## config.mk

```make
export PLATFORM = sky130hd
export DESIGN_NAME = ram_arbiter_flat
export DESIGN_NICKNAME = d
export VERILOG_FILES = /design/src/rtl/ram_arbiter_if.sv /design/src/rtl/ram_arbiter.sv /design/src/flat_wrapper.sv
export SDC_FILE = /design/constraint.sdc
export NUM_CORES = 1
export LEC_CHECK = 0
export BUFFER_PORTS_ARGS = -buffer_cell sky130_fd_sc_hd__buf_4
export CAP_MARGIN = 25
export CORE_MARGIN = 4
export CORE_UTILIZATION = 34
export DETAILED_ROUTE_END_ITERATION = 7
export PLACE_DENSITY = 0.8
export SYNTH_ARGS = -nofsm -noshare
export SYNTH_HDL_FRONTEND = slang
export SYNTH_SLANG_ARGS = --single-unit
```

## constraint.sdc

```tcl
create_clock -name clk -period 1.9 [get_ports clk]
set_clock_uncertainty 0.05 [all_clocks]
set_input_delay 0.19 -clock clk [delete_from_list [all_inputs] [get_ports clk]]
set_output_delay 0.19 -clock clk [all_outputs]
set_load 0.1 [all_outputs]
```

## src/rtl/ram_arbiter_if.sv

```systemverilog
// ---------------------------------------------------------------------------
// ram_arbiter_if -- request/grant bundle between two RAM requesters (CPU and
// boot loader), the arbiter, and the single-port RAM it drives.
//
// Handshake: x_req is the "valid" and x_gnt is the "ready". A requester raises
// x_req together with x_rw/x_adr/x_din and keeps all four stable until the
// cycle in which x_gnt is high. That gnt cycle is the transfer: the request is
// issued to the RAM in that same cycle and is consumed. A read returns
// x_rvalid exactly one cycle later, with the data on the RAM output. Writes
// never produce x_rvalid.
//
// Signals:
//   ce, boot                      clock enable and boot mode
//   cpu_* / boot_*                per-requester req, rw, adr, din, gnt, rvalid
//   boot_lock                     burst lock request from the boot loader
//   ram_enable/ram_rw/ram_adr/ram_in  command to the single-port RAM
//   conflict_cnt                  saturating count of contended cycles
//   dbg_state                     owner FSM state (0 IDLE, 1 CPU, 2 BOOT)
//
// Modports: slave = the arbiter, master = whoever drives the requests.
// ---------------------------------------------------------------------------
interface ram_arbiter_if #(
  parameter int ADR_W  = 6,
  parameter int DATA_W = 16
);
  logic              ce;
  logic              boot;

  logic              cpu_req;
  logic              cpu_rw;
  logic [ADR_W-1:0]  cpu_adr;
  logic [DATA_W-1:0] cpu_din;
  logic              cpu_gnt;
  logic              cpu_rvalid;

  logic              boot_req;
  logic              boot_rw;
  logic [ADR_W-1:0]  boot_adr;
  logic [DATA_W-1:0] boot_din;
  logic              boot_lock;
  logic              boot_gnt;
  logic              boot_rvalid;

  logic              ram_enable;
  logic              ram_rw;
  logic [ADR_W-1:0]  ram_adr;
  logic [DATA_W-1:0] ram_in;

  logic [7:0]        conflict_cnt;
  logic [1:0]        dbg_state;

  modport slave (
    input  ce, boot,
    input  cpu_req, cpu_rw, cpu_adr, cpu_din,
    input  boot_req, boot_rw, boot_adr, boot_din, boot_lock,
    output cpu_gnt, cpu_rvalid, boot_gnt, boot_rvalid,
    output ram_enable, ram_rw, ram_adr, ram_in,
    output conflict_cnt, dbg_state
  );

  modport master (
    output ce, boot,
    output cpu_req, cpu_rw, cpu_adr, cpu_din,
    output boot_req, boot_rw, boot_adr, boot_din, boot_lock,
    input  cpu_gnt, cpu_rvalid, boot_gnt, boot_rvalid,
    input  ram_enable, ram_rw, ram_adr, ram_in,
    input  conflict_cnt, dbg_state
  );
endinterface

```

## src/rtl/ram_arbiter.sv

```systemverilog
// ---------------------------------------------------------------------------
// ram_arbiter -- round-robin arbiter sharing one single-port RAM between a CPU
// and a boot loader.
//
// Grants are combinational from the current requests and the registered owner
// state, so a request can be issued to the RAM in the cycle it appears. The
// owner FSM (IDLE, CPU, BOOT) remembers who was granted last; with both
// requesting, the other one wins, and from IDLE the CPU wins. In boot mode the
// CPU is never granted.
//
// Ports:
//   clk   single clock, rising edge
//   rst   synchronous, active-high reset
//   bus   ram_arbiter_if.slave (requests, grants, rvalids, RAM command,
//         conflict counter, FSM state for debug)
//
// Build option:
//   RAM_ARB_BOOT_LOCK_EN  when defined, boot_lock held high while the boot
//                         loader owns the RAM keeps the grant with the boot
//                         loader until boot_lock falls. When undefined,
//                         boot_lock is ignored.
// ---------------------------------------------------------------------------
module ram_arbiter #(
  parameter int ADR_W  = 6,
  parameter int DATA_W = 16
) (
  input  logic         clk,
  input  logic         rst,
  ram_arbiter_if.slave bus
);

  typedef enum logic [1:0] {
    IDLE = 2'd0,
    CPU  = 2'd1,
    BOOT = 2'd2
  } owner_e;

  owner_e            state;
  owner_e            state_next;

  logic              active;
  logic              lock_hold;
  logic              cpu_cand;
  logic              boot_cand;
  logic              cpu_gnt;
  logic              boot_gnt;
  logic              contended;

  logic              cpu_rv_q;
  logic              boot_rv_q;
  logic [7:0]        conflict_q;

  logic              en_mux;
  logic              rw_mux;
  logic [ADR_W-1:0]  adr_mux;
  logic [DATA_W-1:0] din_mux;

  // Nothing is granted while the block is frozen or being reset.
  assign active = bus.ce & ~rst;

`ifdef RAM_ARB_BOOT_LOCK_EN
  // The lock only takes effect once the boot loader already owns the RAM,
  // so it cannot be used to pre-empt a CPU that was granted last.
  assign lock_hold = (state == BOOT) & bus.boot_lock;
`else
  logic boot_lock_unused;
  assign boot_lock_unused = bus.boot_lock;
  assign lock_hold        = 1'b0;
`endif

  assign cpu_cand  = active & bus.cpu_req & ~bus.boot & ~lock_hold;
  assign boot_cand = active & bus.boot_req;

  // Contention is counted on the raw requests, independent of the lock.
  assign contended = bus.cpu_req & bus.boot_req & ~bus.boot;

  // -------------------------------------------------------------------------
  // Owner FSM: next state and grants.
  // -------------------------------------------------------------------------
  always_comb begin
    state_next = IDLE;
    cpu_gnt    = 1'b0;
    boot_gnt   = 1'b0;

    if (cpu_cand && boot_cand) begin
      // Round-robin: the one not granted last wins; IDLE favours the CPU.
      if (state == CPU) begin
        boot_gnt = 1'b1;
      end else begin
        cpu_gnt  = 1'b1;
      end
    end else if (cpu_cand) begin
      cpu_gnt  = 1'b1;
    end else if (boot_cand) begin
      boot_gnt = 1'b1;
    end

    if (cpu_gnt) begin
      state_next = CPU;
    end else if (boot_gnt) begin
      state_next = BOOT;
    end
  end

  always_ff @(posedge clk) begin
    if (rst) begin
      state <= IDLE;
    end else if (bus.ce) begin
      state <= state_next;
    end
  end

  // -------------------------------------------------------------------------
  // Read-valid pipeline and conflict counter.
  // -------------------------------------------------------------------------
  always_ff @(posedge clk) begin
    if (rst) begin
      cpu_rv_q   <= 1'b0;
      boot_rv_q  <= 1'b0;
      conflict_q <= 8'd0;
    end else if (bus.ce) begin
      cpu_rv_q  <= cpu_gnt & ~bus.cpu_rw;
      boot_rv_q <= boot_gnt & ~bus.boot_rw;
      if (contended && (conflict_q != 8'hFF)) begin
        conflict_q <= conflict_q + 8'd1;
      end
    end
  end

  // -------------------------------------------------------------------------
  // RAM command mux: zeros whenever nothing is granted.
  // -------------------------------------------------------------------------
  always_comb begin
    en_mux  = 1'b0;
    rw_mux  = 1'b0;
    adr_mux = '0;
    din_mux = '0;
    if (cpu_gnt) begin
      en_mux  = 1'b1;
      rw_mux  = bus.cpu_rw;
      adr_mux = bus.cpu_adr;
      din_mux = bus.cpu_din;
    end else if (boot_gnt) begin
      en_mux  = 1'b1;
      rw_mux  = bus.boot_rw;
      adr_mux = bus.boot_adr;
      din_mux = bus.boot_din;
    end
  end

  assign bus.cpu_gnt      = cpu_gnt;
  assign bus.boot_gnt     = boot_gnt;

  // A read granted just before reset must not show up while reset is high:
  // the registered flag is masked so the pulse is suppressed in that cycle.
  assign bus.cpu_rvalid   = cpu_rv_q & ~rst;
  assign bus.boot_rvalid  = boot_rv_q & ~rst;

  assign bus.ram_enable   = en_mux;
  assign bus.ram_rw       = rw_mux;
  assign bus.ram_adr      = adr_mux;
  assign bus.ram_in       = din_mux;

  assign bus.conflict_cnt = conflict_q;
  assign bus.dbg_state    = state;

endmodule

```

## src/flat_wrapper.sv

```systemverilog
// flat-port wrapper written by rule: the top's interface ports become plain ports
module ram_arbiter_flat 
#(
  parameter int ADR_W  = 6,
  parameter int DATA_W = 16
)
  (clk, rst, bus_ce, bus_boot, bus_cpu_req, bus_cpu_rw, bus_cpu_adr, bus_cpu_din, bus_boot_req, bus_boot_rw, bus_boot_adr, bus_boot_din, bus_boot_lock, bus_cpu_gnt, bus_cpu_rvalid, bus_boot_gnt, bus_boot_rvalid, bus_ram_enable, bus_ram_rw, bus_ram_adr, bus_ram_in, bus_conflict_cnt, bus_dbg_state);
  ram_arbiter_if #(.ADR_W(ADR_W), .DATA_W(DATA_W)) bus_i ();
  input  logic clk;
  input  logic rst;
  input wire logic [$bits(bus_i.ce)-1:0] bus_ce;
  input wire logic [$bits(bus_i.boot)-1:0] bus_boot;
  input wire logic [$bits(bus_i.cpu_req)-1:0] bus_cpu_req;
  input wire logic [$bits(bus_i.cpu_rw)-1:0] bus_cpu_rw;
  input wire logic [$bits(bus_i.cpu_adr)-1:0] bus_cpu_adr;
  input wire logic [$bits(bus_i.cpu_din)-1:0] bus_cpu_din;
  input wire logic [$bits(bus_i.boot_req)-1:0] bus_boot_req;
  input wire logic [$bits(bus_i.boot_rw)-1:0] bus_boot_rw;
  input wire logic [$bits(bus_i.boot_adr)-1:0] bus_boot_adr;
  input wire logic [$bits(bus_i.boot_din)-1:0] bus_boot_din;
  input wire logic [$bits(bus_i.boot_lock)-1:0] bus_boot_lock;
  output wire logic [$bits(bus_i.cpu_gnt)-1:0] bus_cpu_gnt;
  output wire logic [$bits(bus_i.cpu_rvalid)-1:0] bus_cpu_rvalid;
  output wire logic [$bits(bus_i.boot_gnt)-1:0] bus_boot_gnt;
  output wire logic [$bits(bus_i.boot_rvalid)-1:0] bus_boot_rvalid;
  output wire logic [$bits(bus_i.ram_enable)-1:0] bus_ram_enable;
  output wire logic [$bits(bus_i.ram_rw)-1:0] bus_ram_rw;
  output wire logic [$bits(bus_i.ram_adr)-1:0] bus_ram_adr;
  output wire logic [$bits(bus_i.ram_in)-1:0] bus_ram_in;
  output wire logic [$bits(bus_i.conflict_cnt)-1:0] bus_conflict_cnt;
  output wire logic [$bits(bus_i.dbg_state)-1:0] bus_dbg_state;
  assign bus_i.ce = bus_ce;
  assign bus_i.boot = bus_boot;
  assign bus_i.cpu_req = bus_cpu_req;
  assign bus_i.cpu_rw = bus_cpu_rw;
  assign bus_i.cpu_adr = bus_cpu_adr;
  assign bus_i.cpu_din = bus_cpu_din;
  assign bus_i.boot_req = bus_boot_req;
  assign bus_i.boot_rw = bus_boot_rw;
  assign bus_i.boot_adr = bus_boot_adr;
  assign bus_i.boot_din = bus_boot_din;
  assign bus_i.boot_lock = bus_boot_lock;
  assign bus_cpu_gnt = bus_i.cpu_gnt;
  assign bus_cpu_rvalid = bus_i.cpu_rvalid;
  assign bus_boot_gnt = bus_i.boot_gnt;
  assign bus_boot_rvalid = bus_i.boot_rvalid;
  assign bus_ram_enable = bus_i.ram_enable;
  assign bus_ram_rw = bus_i.ram_rw;
  assign bus_ram_adr = bus_i.ram_adr;
  assign bus_ram_in = bus_i.ram_in;
  assign bus_conflict_cnt = bus_i.conflict_cnt;
  assign bus_dbg_state = bus_i.dbg_state;
  ram_arbiter #(.ADR_W(ADR_W), .DATA_W(DATA_W)) u_core (.clk(clk), .rst(rst), .bus(bus_i));
endmodule
```

* Word level (Yosys, flattened, before mapping) *
Cells that the tools add are included.

word-level totals
  bits in latches = 0
  bits of input ports = 53
  ROM bits = 0
  memory bits (writable) = 0
  memories = 0
  bits in registers = 12

operators by class
  bitwise logic cells = 14
  add/subtract/negate cells = 1
  multiplexer cells = 17
  shifts and indexed selects = 0
  magnitude comparators = 0
  reduce and logical (&&, ||, !) cells = 3
  divide/modulo/power cells = 0
  $mul = 0
  equal/unequal tests = 2

operators with widths
  kind                                                  number
  two-way mux 16 bit                                    2
  two-way mux 6 bit                                     2
  two-way mux 1 bit                                     11
  AND 1 bit                                             10
  adder 8 x 1 -> 8 bit (second input constant)          1
  != test 8 bit (second input constant)                 1
  two-way mux 2 bit                                     2
  NOT 1 bit                                             4
  equality test 2 x 1 -> 1 bit (second input constant)  1
  logical AND 1 bit                                     2
  AND reduction 2 bit                                   1

* Longest topological paths before layout *
  word-level depth = 8
  depth in mapped cells = 5

* Least setup slack after synthesis *
No wires, ideal clock.

  path type = register to output
  from = register u_core.state[0], in the netlist u_core.bus.dbg_state[0]
  to = output bus_ram_in[10]
  stages on the path, launching flop included = 6
  setup slack = -1,318 ps
  data arrival time = 2,978 ps
  required time = 1,660 ps
  buffers on the path = 2
  cell sequence = dfxtp_1 > nor2b_1 > o2111a_1 > buf_2 > buf_2 > a22o_1

on the way
  word-level cells in the longest chain between the ends = 5
  elaborated cells on any way between the ends = 7
  those cells by class = eq/ne (1); mux (6)

RTL lines
  element                       line                RTL
  start: declaration            ram_arbiter.sv:38   owner_e state;
  start signal: assignment      ram_arbiter.sv:109  state <= state_next;
  equality test 2 x 1 -> 1 bit  ram_arbiter.sv:87   if (state == CPU) begin
  two-way mux 1 bit             ram_arbiter.sv:87
  two-way mux 1 bit             ram_arbiter.sv:85   if (cpu_cand && boot_cand) begin
  named net bus_boot_gnt        flat_wrapper.sv:24  output wire logic [$bits(bus_i.boot_gnt)-1:0] bus_boot_gnt;
  two-way mux 16 bit            ram_arbiter.sv:143  end else if (boot_gnt) begin
  two-way mux 16 bit            ram_arbiter.sv:138  if (cpu_gnt) begin
  end: declaration              flat_wrapper.sv:29  output wire logic [$bits(bus_i.ram_in)-1:0] bus_ram_in;

The timed path passes the listed nets, and every way through them passes these cells.

* Final worst setup path *
  from = register u_core.state[0], in the netlist u_core.bus.dbg_state[0]
  to = output bus_ram_adr[2]

on the way
  word-level cells in the longest chain between the ends = 5
  elaborated cells on any way between the ends = 7
  those cells by class = eq/ne (1); mux (6)

RTL lines
  element                           line                RTL
  equality test 2 x 1 -> 1 bit (*)  ram_arbiter.sv:87
  two-way mux 1 bit                 ram_arbiter.sv:87
  two-way mux 1 bit                 ram_arbiter.sv:85
  two-way mux 6 bit                 ram_arbiter.sv:143
  two-way mux 6 bit (*)             ram_arbiter.sv:138
  end: declaration                  flat_wrapper.sv:28  output wire logic [$bits(bus_i.ram_adr)-1:0] bus_ram_adr;

Every way passes the cells marked *; elsewhere a longest branch is shown, timed or not.

==> metrics.md <==
| Metric | Value |
|---|---|
| CP Class | reg2out |
| Placed cells | 207 |
| Synth Area per Inst | 8.990 µm² |
| Clk_lat worst skew | 0.29 ns |
| GRT overflow | 0 |
| Reg area | 257.7 µm² |
| Worst EP arrival | 1.73 ns |
| Die H | 57.32 µm |
| Total power | 0.9009 mW |
| All-Layer GR Usage | 21.87% |
| Max Root-Sink Buffers | 2 |
| RSZ-0062 raised after global routing | true |
| Status | complete, but fails checks |
| Post-Syn Instances | 92 |
| GP Congestion | 0.7909 |
| Fillers | 68 |
| Via count of the first global-routing pass | 1143 |
| Routed wire length | 5082 µm |
| Final Cycle Share | 103.6% |
| First-pass detailed-route iteration total | 4 |
| Ports | 91 |
| Seq/Total Area, Yosys | 29.05% |
| Multi-input gate area | 753.2 µm² |
| Fin util | 93.45% |
| Die width | 57.32 µm |
| Starting Density | 36.68% |
| Switch share | 42.16% |
| Drt initial violations | 85 |
| Period minus WS final | 1.968 ns |
| CP required | 1.66 ns |
| Hold WC Path Type | in2reg |
| Crit-path max FO | 6 |
| Share of flip-flops with an asynchronous set or reset | 0% |
| Setup ws final | -0.06793 ns |
| EDFF count, synth | 0 |
| Worst Setup SP | u_core.bus.dbg_state[0] |
| Fmax | 508.1 MHz |
| Fin cells | 215 |
| Drt wl/cell | 23.64 µm |
| Clock transition at path regs | 0.09 ns |
| DR DRC count | 0 |
| Clock power frac | 18.8% |
| Psw | 0.3798 mW |
| Peak VDD IR | 464.8 µV |
| Int Pwr | 0.5211 mW |
| Initial antenna violation count | 0 |
| Clock sink count | 12 |
| Final net count | 242 |
| Register bit total from synthesis | 12 |
| Syn nets | 146 |
| Ys Warns | 0 |
| Via density | 5.702 |
| CTS tree | built |
| Failing checks | setup timing |
| Hold Slack | 0.1749 ns |
| Hold path startpoint | bus_boot_rw |
| Global-route wire length before repair | 5609 µm |
| Share of power burned in registers | 28.7% |
| Crit end category | output port |
| Gate power share | 52.5% |
| CTS buffer count | 3 |
| Final Setup Violations | 23 |
| Root Driver | clkbuf_4 |
| Cts hold-fix bufs | 0 |
| Least-Margin Pin Slew | 0.4856 ns |
| Slew headroom | 67.29% |
| Number of hold violations in the final report | 0 |
| Port Buffer Count | 89 |
| Dpl hpwl | 2698 µm |
| Yosys cell types | 26 |
| Antenna-violating nets left | 0 |
| Antenna cells | 0 |
| Top FF cell, synth | dfxtp_1 |
| Power Dens Cells | 427.5 nW/µm² |
| CP startpoint kind | register |
| Max Slew Vio Count | 0 |
| Vias | 1226 |
| Die Area | 3286 µm² |
| H-tree levels | 1 |
| Post-Route Setup TNS | -0.7805 ns |
| # rows | 17 |
| Share of cells above drive strength 1 | 75.40% |
| Leakage | 1.056 nW |
| RR Startpoint | u_core.bus.conflict_cnt[0] |
| Area delta synth->final | 154.8% |
| Post-Syn Area | 827.0 µm² |
| Core ar. | 2255 µm² |
| Largest net degree at the start of global routing | 19 |
| Max-cap violation count | 0 |
## synthesized netlist by cell type, drive strengths merged, types with 2 or more instances
library cell | instances | share of area [%]
nand3 | 3 | 1.8
nor2 | 7 | 3.2
o21ai | 3 | 1.8
and3 | 2 | 1.5
inv | 4 | 1.8
o211ai | 2 | 3.5
nand2b | 2 | 1.5
a22o | 24 | 25
buf | 5 | 3.0
a21o | 2 | 1.8
nand2 | 3 | 1.4
nor2b | 3 | 2.3
nand4 | 2 | 3.3
dfxtp | 12 | 29
or3 | 2 | 1.5
xor2 | 5 | 5.3
a21oi | 4 | 2.4
## logic make-up (layout without fill, tap and decap cells)
family                     after synthesis  after routing  synth area share (%)
DFF                                     12             12                 29.05
and+or+nand+nor                         26             26                 18.91
AOI/OAI and AO/OA                       37             37                 38.73
buffers and inverters                   10            105                 5.294
adders and majority gates                1              1                 1.513
xor gates and xnor gates                 5              5                 5.295
muxes                                    1              1                 1.210
## registers in the layout, indices dropped and copies added (netlist names)
name and flops:
u_core.bus.dbg_state 2, u_core.cpu_rv_q 1, u_core.bus.conflict_cnt 8, u_core.boot_rv_q 1
## per-layer routing
layer  wire (µm)  global-route usage [%]  vias up
met1        1721                   23.17      588
li1            -                       -      538
met2        2815                   43.39       84
met3         390                   3.620       16
met5           0                       0        -
met4         155                   6.291        0
## area by class of cell
class / instances / area share, %
Sequential cell: 12 / 12.23
Multi-Input combinational cell: 70 / 35.75
Timing Repair Buffer: 97 / 48.40
Clock inverter: 1 / 0.1781
Clock buffer: 3 / 1.069
Tap cell: 28 / 1.663
Inverter: 4 / 0.7126
## final timing paths
check / end / slack, ns / cells after the start
setup / recovery: bus_ram_adr[2] / -0.07 / 6
hold / removal: u_core.boot_rv_q / 0.17 / 3
setup reg to reg: u_core.bus.conflict_cnt[0] / 0.23 / 5
hold reg to reg: u_core.boot_rv_q / 0.47 / 2
## power by group through the flow
stage	Clock (mW)	Combinational (mW)	Sequential [mW]
floorplan	0	0.239	0.284
finish	0.169	0.473	0.258
CTS	0.166	0.420	0.257
detailed placement	0	0.397	0.263
global placement	0	0.392	0.263
global route	0.189	0.483	0.258
## worst max-delay path, cell delays in order (launching register included)
cell	delay, ns
dfxtp_4	0.36
nor2b_4	0.14
a211oi_4	0.30
buf_6	0.17
clkbuf_16	0.15
a22o_4	0.15
buf_12	0.17
## metrics by stage
| stage | area, µm² | setup slack [ns] |
|---|---|---|
| detailed placement | 1754 | 0.1889 |
| global route | 2107 | -0.09688 |
| floorplan | 1060 | 0.02525 |
| global placement | 1754 | 0.2034 |
| finish | 2107 | -0.06793 |
| CTS | 1913 | 0.009719 |
## placed cells by master (no fill, tap or decap), types with 4 or more instances in the layout
cell type | Yosys | routed
a22o_4 | 0 | 22
buf_12 | 0 | 18
buf_4 | 0 | 69
buf_6 | 0 | 5
buf_8 | 0 | 4
dfxtp_2 | 0 | 8
inv_1 | 4 | 4
nor2_1 | 7 | 7
xor2_1 | 5 | 5
## repair_timing
action | 4_1_cts | 5_1_grt
gates resized for setup | 25 | 41
cloned | 1 | 1
setup buffers | 2 | 1
pin swaps | 1 | 12
endpoints found under the setup margin | 23 | 23
(Power assumes the default switching activity.)
